File: src/rtl/ham_pair_sequencer_if.sv
// Shared 8-bit data-memory port between the core and the Hamming pair sequencer.
// The sequencer is the master; the memory/arbiter side is the slave.
interface ham_pair_sequencer_if;
  logic       mem_req;
  logic       mem_gnt;
  logic       mem_we;
  logic [7:0] mem_addr;
  logic [7:0] mem_wdata;
  logic [7:0] mem_rdata;

  modport master (
    output mem_req, mem_we, mem_addr, mem_wdata,
    input  mem_gnt, mem_rdata
  );

  modport slave (
    input  mem_req, mem_we, mem_addr, mem_wdata,
    output mem_gnt, mem_rdata
  );
endinterface

File: src/rtl/ham_pair_sequencer.sv
// Walks all operand pairs (j<k) in data memory, tracks min/max Hamming distance
// and the pair that produced each, then writes both results back to memory.
module ham_pair_sequencer #(
  parameter int N_OPS     = 32,
  parameter int BASE_ADDR = 0,
  parameter int RES_ADDR  = 64,
  parameter int IW        = 6
) (
  input  logic                    clk,
  input  logic                    reset,
  input  logic                    start,
  output logic                    busy,
  output logic                    done,
  ham_pair_sequencer_if.master    mem,
  output logic [4:0]              min_dist,
  output logic [4:0]              max_dist,
  output logic [IW-1:0]           min_j,
  output logic [IW-1:0]           min_k,
  output logic [IW-1:0]           max_j,
  output logic [IW-1:0]           max_k
);

  localparam logic [3:0] S_IDLE   = 4'd0;
  localparam logic [3:0] S_LD_AHI = 4'd1;
  localparam logic [3:0] S_LD_ALO = 4'd2;
  localparam logic [3:0] S_LD_BHI = 4'd3;
  localparam logic [3:0] S_LD_BLO = 4'd4;
  localparam logic [3:0] S_CMP    = 4'd5;
  localparam logic [3:0] S_WR_MIN = 4'd6;
  localparam logic [3:0] S_WR_MAX = 4'd7;
  localparam logic [3:0] S_DONE   = 4'd8;

  localparam logic [IW-1:0] LAST_K = IW'(N_OPS - 1);
  localparam logic [IW-1:0] LAST_J = IW'(N_OPS - 2);

  function automatic logic [4:0] popcount16(input logic [15:0] v);
    logic [4:0] c;
    c = 5'd0;
    for (int i = 0; i < 16; i++) c = c + 5'(v[i]);
    return c;
  endfunction

  logic [3:0]    r_state;
  logic [IW-1:0] r_j, r_k;
  logic          r_rd_valid;
  logic [1:0]    r_rd_sel;
  logic          r_b_lo_ok;
  logic          r_first;
  logic [4:0]    r_min_dist, r_max_dist;
  logic [IW-1:0] r_min_j, r_min_k, r_max_j, r_max_k;
  logic [15:0]   r_a;
  logic [7:0]    r_b_hi, r_b_lo;

  logic          w_req, w_we, w_fire;
  logic [7:0]    w_addr, w_wdata;
  logic [1:0]    w_rd_sel;
  logic          w_blo_now, w_b_ready;
  logic [15:0]   w_b;
  logic [4:0]    w_dist;

  always_comb begin
    w_req    = 1'b0;
    w_we     = 1'b0;
    w_addr   = 8'd0;
    w_wdata  = 8'd0;
    w_rd_sel = 2'd0;
    case (r_state)
      S_LD_AHI: begin w_req = 1'b1; w_rd_sel = 2'd0; w_addr = 8'(BASE_ADDR + 2*int'(r_j));     end
      S_LD_ALO: begin w_req = 1'b1; w_rd_sel = 2'd1; w_addr = 8'(BASE_ADDR + 2*int'(r_j) + 1); end
      S_LD_BHI: begin w_req = 1'b1; w_rd_sel = 2'd2; w_addr = 8'(BASE_ADDR + 2*int'(r_k));     end
      S_LD_BLO: begin w_req = 1'b1; w_rd_sel = 2'd3; w_addr = 8'(BASE_ADDR + 2*int'(r_k) + 1); end
      S_WR_MIN: begin w_req = 1'b1; w_we = 1'b1; w_addr = 8'(RES_ADDR);     w_wdata = {3'b000, r_min_dist}; end
      S_WR_MAX: begin w_req = 1'b1; w_we = 1'b1; w_addr = 8'(RES_ADDR + 1); w_wdata = {3'b000, r_max_dist}; end
      default: ;
    endcase
  end

  assign w_fire = w_req && mem.mem_gnt;

  // The B low byte arrives in the CMP cycle itself, so compare against it directly
  // while it is being latched instead of spending an extra cycle.
  assign w_blo_now = r_rd_valid && (r_rd_sel == 2'd3);
  assign w_b_ready = w_blo_now || r_b_lo_ok;
  assign w_b       = {r_b_hi, w_blo_now ? mem.mem_rdata : r_b_lo};
  assign w_dist    = popcount16(r_a ^ w_b);

  // Read data capture: one byte per granted read, one cycle later
  always_ff @(posedge clk) begin
    if (r_rd_valid) begin
      case (r_rd_sel)
        2'd0:    r_a[15:8] <= mem.mem_rdata;
        2'd1:    r_a[7:0]  <= mem.mem_rdata;
        2'd2:    r_b_hi    <= mem.mem_rdata;
        default: r_b_lo    <= mem.mem_rdata;
      endcase
    end
  end

  // Control: FSM, pair indices, running min/max
  always_ff @(posedge clk) begin
    if (reset) begin
      r_state    <= S_IDLE;
      r_j        <= '0;
      r_k        <= '0;
      r_rd_valid <= 1'b0;
      r_rd_sel   <= 2'd0;
      r_b_lo_ok  <= 1'b0;
      r_first    <= 1'b0;
      r_min_dist <= 5'd16;
      r_max_dist <= 5'd0;
      r_min_j    <= '0;
      r_min_k    <= '0;
      r_max_j    <= '0;
      r_max_k    <= '0;
    end else begin
      r_rd_valid <= w_fire && !w_we;
      r_rd_sel   <= w_rd_sel;
      if (w_blo_now) r_b_lo_ok <= 1'b1;

      case (r_state)
        S_IDLE, S_DONE: begin
          if (start) begin
            r_state    <= S_LD_AHI;
            r_j        <= '0;
            r_k        <= IW'(1);
            r_first    <= 1'b1;
            r_min_dist <= 5'd16;
            r_max_dist <= 5'd0;
            r_min_j    <= '0;
            r_min_k    <= '0;
            r_max_j    <= '0;
            r_max_k    <= '0;
          end
        end
        S_LD_AHI: if (w_fire) r_state <= S_LD_ALO;
        S_LD_ALO: if (w_fire) r_state <= S_LD_BHI;
        S_LD_BHI: if (w_fire) r_state <= S_LD_BLO;
        S_LD_BLO: if (w_fire) begin
          r_state   <= S_CMP;
          r_b_lo_ok <= 1'b0;
        end
        S_CMP: begin
          if (w_b_ready) begin
            // Pair (0,1) always seeds both trackers so ties resolve to the first pair.
            if (r_first || (w_dist < r_min_dist)) begin
              r_min_dist <= w_dist;
              r_min_j    <= r_j;
              r_min_k    <= r_k;
            end
            if (r_first || (w_dist > r_max_dist)) begin
              r_max_dist <= w_dist;
              r_max_j    <= r_j;
              r_max_k    <= r_k;
            end
            r_first <= 1'b0;
            if (r_k < LAST_K) begin
              r_k     <= r_k + IW'(1);
              r_state <= S_LD_BHI;
            end else if (r_j < LAST_J) begin
              r_j     <= r_j + IW'(1);
              r_k     <= r_j + IW'(2);
              r_state <= S_LD_AHI;
            end else begin
              r_state <= S_WR_MIN;
            end
          end
        end
        S_WR_MIN: if (w_fire) r_state <= S_WR_MAX;
        S_WR_MAX: if (w_fire) r_state <= S_DONE;
        default:  r_state <= S_IDLE;
      endcase
    end
  end

  assign mem.mem_req   = w_req;
  assign mem.mem_we    = w_we;
  assign mem.mem_addr  = w_addr;
  assign mem.mem_wdata = w_wdata;

  assign busy     = (r_state != S_IDLE) && (r_state != S_DONE);
  assign done     = (r_state == S_DONE);
  assign min_dist = r_min_dist;
  assign max_dist = r_max_dist;
  assign min_j    = r_min_j;
  assign min_k    = r_min_k;
  assign max_j    = r_max_j;
  assign max_k    = r_max_k;

endmodule
File: src/flat_wrapper.sv
// flat-port wrapper written by rule: the top's interface ports become plain ports
module ham_pair_sequencer_flat 
#(
  parameter int N_OPS     = 32,
  parameter int BASE_ADDR = 0,
  parameter int RES_ADDR  = 64,
  parameter int IW        = 6
)
  (clk, reset, start, busy, done, min_dist, max_dist, min_j, min_k, max_j, max_k, mem_mem_req, mem_mem_we, mem_mem_addr, mem_mem_wdata, mem_mem_gnt, mem_mem_rdata);
  ham_pair_sequencer_if mem_i ();
  input  logic clk;
  input  logic reset;
  input  logic start;
  output logic busy;
  output logic done;
  output logic [4:0] min_dist;
  output logic [4:0] max_dist;
  output logic [IW-1:0] min_j;
  output logic [IW-1:0] min_k;
  output logic [IW-1:0] max_j;
  output logic [IW-1:0] max_k;
  output wire logic [$bits(mem_i.mem_req)-1:0] mem_mem_req;
  output wire logic [$bits(mem_i.mem_we)-1:0] mem_mem_we;
  output wire logic [$bits(mem_i.mem_addr)-1:0] mem_mem_addr;
  output wire logic [$bits(mem_i.mem_wdata)-1:0] mem_mem_wdata;
  input wire logic [$bits(mem_i.mem_gnt)-1:0] mem_mem_gnt;
  input wire logic [$bits(mem_i.mem_rdata)-1:0] mem_mem_rdata;
  assign mem_mem_req = mem_i.mem_req;
  assign mem_mem_we = mem_i.mem_we;
  assign mem_mem_addr = mem_i.mem_addr;
  assign mem_mem_wdata = mem_i.mem_wdata;
  assign mem_i.mem_gnt = mem_mem_gnt;
  assign mem_i.mem_rdata = mem_mem_rdata;
  ham_pair_sequencer #(.N_OPS(N_OPS), .BASE_ADDR(BASE_ADDR), .RES_ADDR(RES_ADDR), .IW(IW)) u_core (.clk(clk), .reset(reset), .start(start), .busy(busy), .done(done), .mem(mem_i), .min_dist(min_dist), .max_dist(max_dist), .min_j(min_j), .min_k(min_k), .max_j(max_j), .max_k(max_k));
endmodule
File: config.mk
export PLATFORM = sky130hd
export DESIGN_NAME = ham_pair_sequencer_flat
export DESIGN_NICKNAME = d
export VERILOG_FILES = /design/src/rtl/ham_pair_sequencer_if.sv /design/src/rtl/ham_pair_sequencer.sv /design/src/flat_wrapper.sv
export SDC_FILE = /design/constraint.sdc
export NUM_CORES = 1
export LEC_CHECK = 0
export ABC_AREA = 0
export BUFFER_PORTS_ARGS = -buffer_cell sky130_fd_sc_hd__clkbuf_2
export CORE_ASPECT_RATIO = 0.9
export CORE_UTILIZATION = 55
export DETAILED_ROUTE_END_ITERATION = 7
export GPL_TIMING_DRIVEN = 0
export PLACE_DENSITY_LB_ADDON = 0.15
export REMOVE_ABC_BUFFERS = 1
export SYNTH_ARGS = -nofsm -noshare
export SYNTH_HDL_FRONTEND = slang
export SYNTH_SLANG_ARGS = --single-unit
File: constraint.sdc
create_clock -name clk -period 15.36 [get_ports clk]
set_clock_uncertainty 0.2 [all_clocks]
set_input_delay 2.304 -clock clk [delete_from_list [all_inputs] [get_ports clk]]
set_output_delay 2.304 -clock clk [all_outputs]
set_load 0.05 [all_outputs]
# Yosys cells after proc, flatten, opt, wreduce, memory -nomap -nowiden
# Index checks and enable logic that the tools add are counted.
[totals]
ff_bits = 87
output_inout_bits = 54
wordCells = 147
[classes]
n_addsub = 20
order_cmp = 4
eq_ne = 25
mux = 53
bitwise_logic = 2
n_reduce_logical = 26
[ops]
columns = ["op", "count"]
rows = [
  ["6-bit 2-to-1 mux", 16],
  ["6-bit one-hot mux with 2 select lines", 6],
  ["5-bit by 1-bit adder with 5-bit output", 14],
  ["8-bit one-hot mux with 6 select lines", 1],
  ["4-bit 2-to-1 mux", 9],
  ["4-bit one-hot mux with 8 select lines", 1],
  ["5-bit 2-to-1 mux", 6],
  ["5-bit one-hot mux with 2 select lines", 3],
  ["2-bit by 1-bit != test with 1-bit output, second input constant", 10],
  ["7-bit by 1-bit adder with 8-bit output, second input constant", 2],
  ["4-bit by 3-bit == test with 1-bit output, second input constant", 4],
  ["16-bit XOR", 1],
  ["6-bit by 1-bit adder with 6-bit output, second input constant", 2],
  ["6-bit by 5-bit < comparator with 1-bit output, second input constant", 2],
  ["4-bit AND reduction", 3],
  ["4-bit by 2-bit == test with 1-bit output, second input constant", 2],
  ["8-bit 2-to-1 mux", 1],
  ["2-bit AND reduction", 4],
  ["8-bit AND reduction", 1],
  ["1-bit 2-to-1 mux", 7],
  ["6-bit by 2-bit adder with 6-bit output, second input constant", 1],
  ["2-bit one-hot mux with 3 select lines", 1],
  ["6-bit OR reduction", 1],
  ["5-bit greater-than comparator", 1],
  ["other kinds (23)", 31],
]

# Longest topological paths before layout
[logic_depth]
depth_word = 24
depth_mapped = 24
ltp_nobuf = 21

# Least setup slack after synthesis
# Ideal clock, no wire load.
[synth_path]
path_type = "in2reg"
start = "in mem_mem_rdata[0]"
end = "reg u_core.r_min_j[4], in the netlist u_core.min_j[4]"
setup_ns = 0.069
arrival_time_ns = 7.402
slack_ns = 7.688
cell_stages = 20
path_buffers = 2
path_cell_list = "mux2i_1 -> xnor2_1 -> ha_1 -> fa_1 -> fa_1 -> inv_1 -> fa_1 -> fa_1 -> fa_1 -> inv_1 -> fa_1 -> xor2_1 -> ha_1 -> a211o_1 -> a221oi_1 -> o21a_1 -> buf_6 -> buf_8 -> nand3_2 -> a21oi_2"
[synth_between]
elab_chain_cells = 21
[synth_lines]
columns = ["item", "line_no", "source"]
rows = [
  ["start: declaration", "flat_wrapper.sv:27", "input wire logic [$bits(mem_i.mem_rdata)-1:0] mem_mem_rdata;"],
  ["8-bit 2-to-1 mux", "ham_pair_sequencer.sv:84", "assign w_b = {r_b_hi, w_blo_now ? mem.mem_rdata : r_b_lo};"],
  ["16-bit XOR", "ham_pair_sequencer.sv:85", "assign w_dist = popcount16(r_a ^ w_b);"],
  ["1-bit by 1-bit adder with 2-bit output", "ham_pair_sequencer.sv:39", "for (int i = 0; i < 16; i++) c = c + 5'(v[i]);"],
  ["5-bit by 1-bit adder with 5-bit output (14 in series)", "ham_pair_sequencer.sv:39", ""],
  ["5-bit < comparator", "ham_pair_sequencer.sv:145", "if (r_first || (w_dist < r_min_dist)) begin"],
  ["1-bit logical OR", "ham_pair_sequencer.sv:145", ""],
  ["2-bit by 1-bit != test with 1-bit output (no line)", "--", ""],
  ["4-bit AND reduction (no line)", "--", ""],
  ["end signal: assignment", "ham_pair_sequencer.sv:147", "r_min_j <= r_j;"],
  ["end: declaration", "ham_pair_sequencer.sv:50", "logic [IW-1:0] r_min_j, r_min_k, r_max_j, r_max_k;"],
]
# No other way between the ends.
# A chain may end at the register's enable or synchronous reset.

# Worst setup path in the final report
[layout_path]
start = "in mem_mem_rdata[0]"
end = "reg u_core.r_min_dist[3], in the netlist u_core.min_dist[3]"
[layout_between]
elab_chain_cells = 21
elab_cells_between_ends = 24
[layout_lines]
columns = ["item", "line_no", "source"]
rows = [
  ["8-bit 2-to-1 mux *", "ham_pair_sequencer.sv:84", ""],
  ["16-bit XOR *", "ham_pair_sequencer.sv:85", ""],
  ["1-bit by 1-bit adder with 2-bit output *", "ham_pair_sequencer.sv:39", ""],
  ["5-bit by 1-bit adder with 5-bit output * (14 in series)", "ham_pair_sequencer.sv:39", ""],
  ["5-bit < comparator", "ham_pair_sequencer.sv:145", ""],
  ["1-bit logical OR", "ham_pair_sequencer.sv:145", ""],
  ["2-bit by 1-bit != test with 1-bit output (no line)", "--", ""],
  ["4-bit AND reduction (no line)", "--", ""],
  ["end signal: assignment", "ham_pair_sequencer.sv:146", "r_min_dist <= w_dist;"],
  ["end: declaration", "ham_pair_sequencer.sv:49", "logic [4:0] r_min_dist, r_max_dist;"],
]
# Mark *: on every way between the ends. The rest lies on a longest branch, timed or not. The select of a mux whose other input is x is not followed.

==> impl_metrics.yaml <==
run_status:
  status: "finished clean"
setup_path:
  crit_path_max_fanout: 18
  crit_type: "primary input to register"
  reg2reg_depth: 19
  required_ns: 15.42
  cp-start-kind: "primary input"
  cp-end-kind: "register"
  cp.arrival_ns: 8.38
flow_run:
  max_cap_violations: 0
clocking:
  clock_sinks: 87
  clk_pin_slew_ns: 0.10
  holdBufCountCts: 0
  htreeDepth: 3
  ctsRootBufferMaster: "clkbuf_8"
  cts_tree: "yes"
  numCtsBuffers: 9
  clock_latency_ns: 0.36
  cts_setup_buffers: 0
  cts_resized: 0
  clockBufferDepth: 2
floorplan:
  die-area_um2: 9050
  initial_core_util_pct: 58.0
  num_rows: 31
  core_area_um2: 8220
  top_level_ports: 66
  fp.dieW_um: 100
  die_y_um: 90.3
sta:
  setup-tns-final_ns: 0
  fin_crit_ns: 8.32
  finalSetupViolations: 0
  maxSlewViolCount: 0
  period_share_pct: 54.2
  fmax_mhz: 120
  finalHoldViolCount: 0
  slew_headroom_pct: 13.9
  rsz0062_at_grt: "false"
  worst_pin_slew_ns: 1.29
placed_design:
  placed_area_um2: 4980
  numPortBuffers: 61
  hpwl_um: 7030
  gp_congestion: 0.856
synthesis:
  async_flop_share_pct: 0
  ys_ff_latch: 87
  syn-cell-area_um2: 4770
  syn_inst: 492
  synth.distinct_cells: 64
  synth_edf_count: 32
  synth_seq_area_share_pct: 43.2
  ys_dominant_reg_cell: "dfxtp_1"
  yosys_warnings: 0
  synth.avg_cell_area_um2: 9.69
routing:
  wirelength_um: 10200
  wire_per_inst_um: 15.9
  vias: 3670
  ant_nets: 0
  drc: 0
  vias_per_cell: 5.73
  drt_iter0_drc: 259
  first_pass_iters: 4
power_and_ir_drop:
  combPwrFrac_pct: 37.1
  p_sw_w: 0.000272
  netSwitchingFraction_pct: 40.1
  powerDensity_nw_per_um2: 131
  seq_power_share_pct: 40.3
  leakagePower_nw: 2.01
  p_int_w: 0.000406
  ir_worst_vdd_mv: 0.123
  pwr-share-clk_pct: 22.6
cells_and_area:
  antenna_cells: 0
  area_growth_pct: 8.55
  final_area_um2: 5180
  nets: 560
  layout-drive-gt1-share_pct: 20.0
worst_hold_path:
  min_path_cells: 2
  hold_class: "register to register"
grt:
  track_usage_pct: 23.9
  grt-ovfl-total: 0
  grt_max_degree: 56
  grt_pass1_vias: 3388
  antenna_found_initial: 0
  grt_pass1_wl_um: 17000
final timing paths:
kind                                 start                         endpoint  slack (ns)
max reg2reg  u_core.r_rd_sel[0]$_SDFF_PP0_  u_core.min_dist[3]$_SDFFE_PP0P_        8.03
min           u_core.min_j[5]$_SDFFE_PP0P_     u_core.min_j[5]$_SDFFE_PP0P_        0.26
min reg2reg   u_core.min_j[5]$_SDFFE_PP0P_     u_core.min_j[5]$_SDFFE_PP0P_        0.26
max                       mem_mem_rdata[0]  u_core.min_dist[3]$_SDFFE_PP0P_        7.04
sequential cells by signal, indices dropped and copies added, names as in the netlist, 2 cells and up:
| name | cells |
|---|---|
| u_core.max_dist | 5 |
| u_core.max_j | 6 |
| u_core.max_k | 6 |
| u_core.min_dist | 5 |
| u_core.min_j | 6 |
| u_core.min_k | 6 |
| u_core.r_a | 16 |
| u_core.r_b_hi | 8 |
| u_core.r_b_lo | 8 |
| u_core.r_j | 6 |
| u_core.r_k | 6 |
| u_core.r_rd_sel | 2 |
| u_core.r_state | 4 |
synth_stat cells (all sizes together) (2+ instances only):
library cell / n / area (um^2)
a211oi: 2 / 15.0
a21o: 4 / 30.0
a21oi: 44 / 243
a311oi: 2 / 17.5
a31o: 4 / 35.0
a31oi: 3 / 18.8
a41oi: 2 / 17.5
and3: 2 / 12.5
and4: 3 / 26.3
buf: 22 / 153
clkbuf: 24 / 91.3
dfxtp: 55 / 1100
edfxtp: 32 / 961
fa: 10 / 200
ha: 17 / 213
inv: 25 / 93.8
mux2: 6 / 67.6
mux2i: 16 / 160
nand2: 46 / 173
nand2b: 2 / 12.5
nand3: 29 / 175
nand3b: 17 / 128
nand4: 3 / 18.8
nor2: 34 / 130
nor2b: 2 / 12.5
nor3: 4 / 20.0
nor3b: 2 / 15.0
o211ai: 4 / 43.8
o21a: 3 / 22.5
o21ai: 22 / 125
o41ai: 3 / 26.3
or3: 4 / 25.0
xnor2: 12 / 105
xor2: 15 / 131
cell usage in the layout, fill, tap and decap left out, types with 14 or more instances in the layout:
cell and n:
a21oi_1 38, clkbuf_2 61, dfxtp_1 55, edfxtp_1 32, ha_1 17, inv_1 25, mux2i_1 16, nand2_1 46
nand3_1 23, nand3b_1 17, nor2_1 33, o21ai_1 14, xor2_1 15
area by class of cell:
class | instances | area (um^2)
tap | 115 | 144
multi-input combinational | 337 | 2380
clock inverter | 6 | 48.8
sequential | 87 | 2060
fill | 697 | 3050
clock buffer | 10 | 138
inverter | 25 | 93.8
timing repair buffer | 61 | 305
routing by layer:
| metal | GRT usage, % | part of all wire [%] | wire length, um | vias to the layer above |
|---|---|---|---|---|
| met5 | 0 | 0 | 0 | - |
| met4 | 4.83 | 0.58 | 59 | 0 |
| met3 | 5.65 | 6.4 | 653 | 6 |
| met2 | 34.6 | 43 | 4410 | 118 |
| met1 | 36.3 | 50 | 5050 | 1765 |
| li1 | - | - | - | 1781 |
metrics by stage:
step	worst slack (ns)	hold WS (ns)	instances	utilization [%]	total power, W
4_1_cts	7.07	0.263	641	62.9	0.000680
3_5_place_dp	6.68	0.249	625	60.6	0.000527
6_report	7.04	0.257	641	62.9	0.000678
3_3_place_gp	6.77	0.240	625	60.6	0.000517
2_1_floorplan	7.47	0.284	449	-	0.000459
5_1_grt	6.64	0.282	641	62.9	0.000724
power by group through the flow:
stage | sequential [W] | combinational, W | clock (W)
final | 0.000273 | 0.000252 | 0.000153
after global routing | 0.000276 | 0.000286 | 0.000163
after CTS | 0.000272 | 0.000251 | 0.000156
after detailed placement | 0.000278 | 0.000249 | 0
after global placement | 0.000276 | 0.000240 | 0
after floorplan | 0.000271 | 0.000188 | 0
worst max-delay path: stages:
cell	delay, ns
clkbuf_2	0.12
mux2i_1	0.16
xnor2_1	0.16
ha_1	0.29
fa_1	0.51
fa_1	0.54
inv_1	0.07
fa_1	0.52
fa_1	0.53
fa_1	0.43
inv_1	0.09
fa_1	0.21
xor2_1	0.32
ha_1	0.31
a211o_1	0.25
a221oi_1	0.47
o21a_1	0.75
nor3_1	0.09
a31o_1	0.23
logic make-up (layout without fill, tap and decap cells):
kind of cell | after synthesis | count (layout) | share of synthesized area (%)
muxes | 22 | 22 | 4.78
and+or+nand+nor | 155 | 155 | 17.1
adders and majority gates | 27 | 27 | 8.66
DFF | 87 | 87 | 43.2
AOI/OAI and AO/OA | 102 | 102 | 14.1
xor gates and xnor gates | 27 | 27 | 4.96
other | 1 | 4 | 0.0786
buffers and inverters | 71 | 102 | 7.08
(Power assumes the default switching activity.)
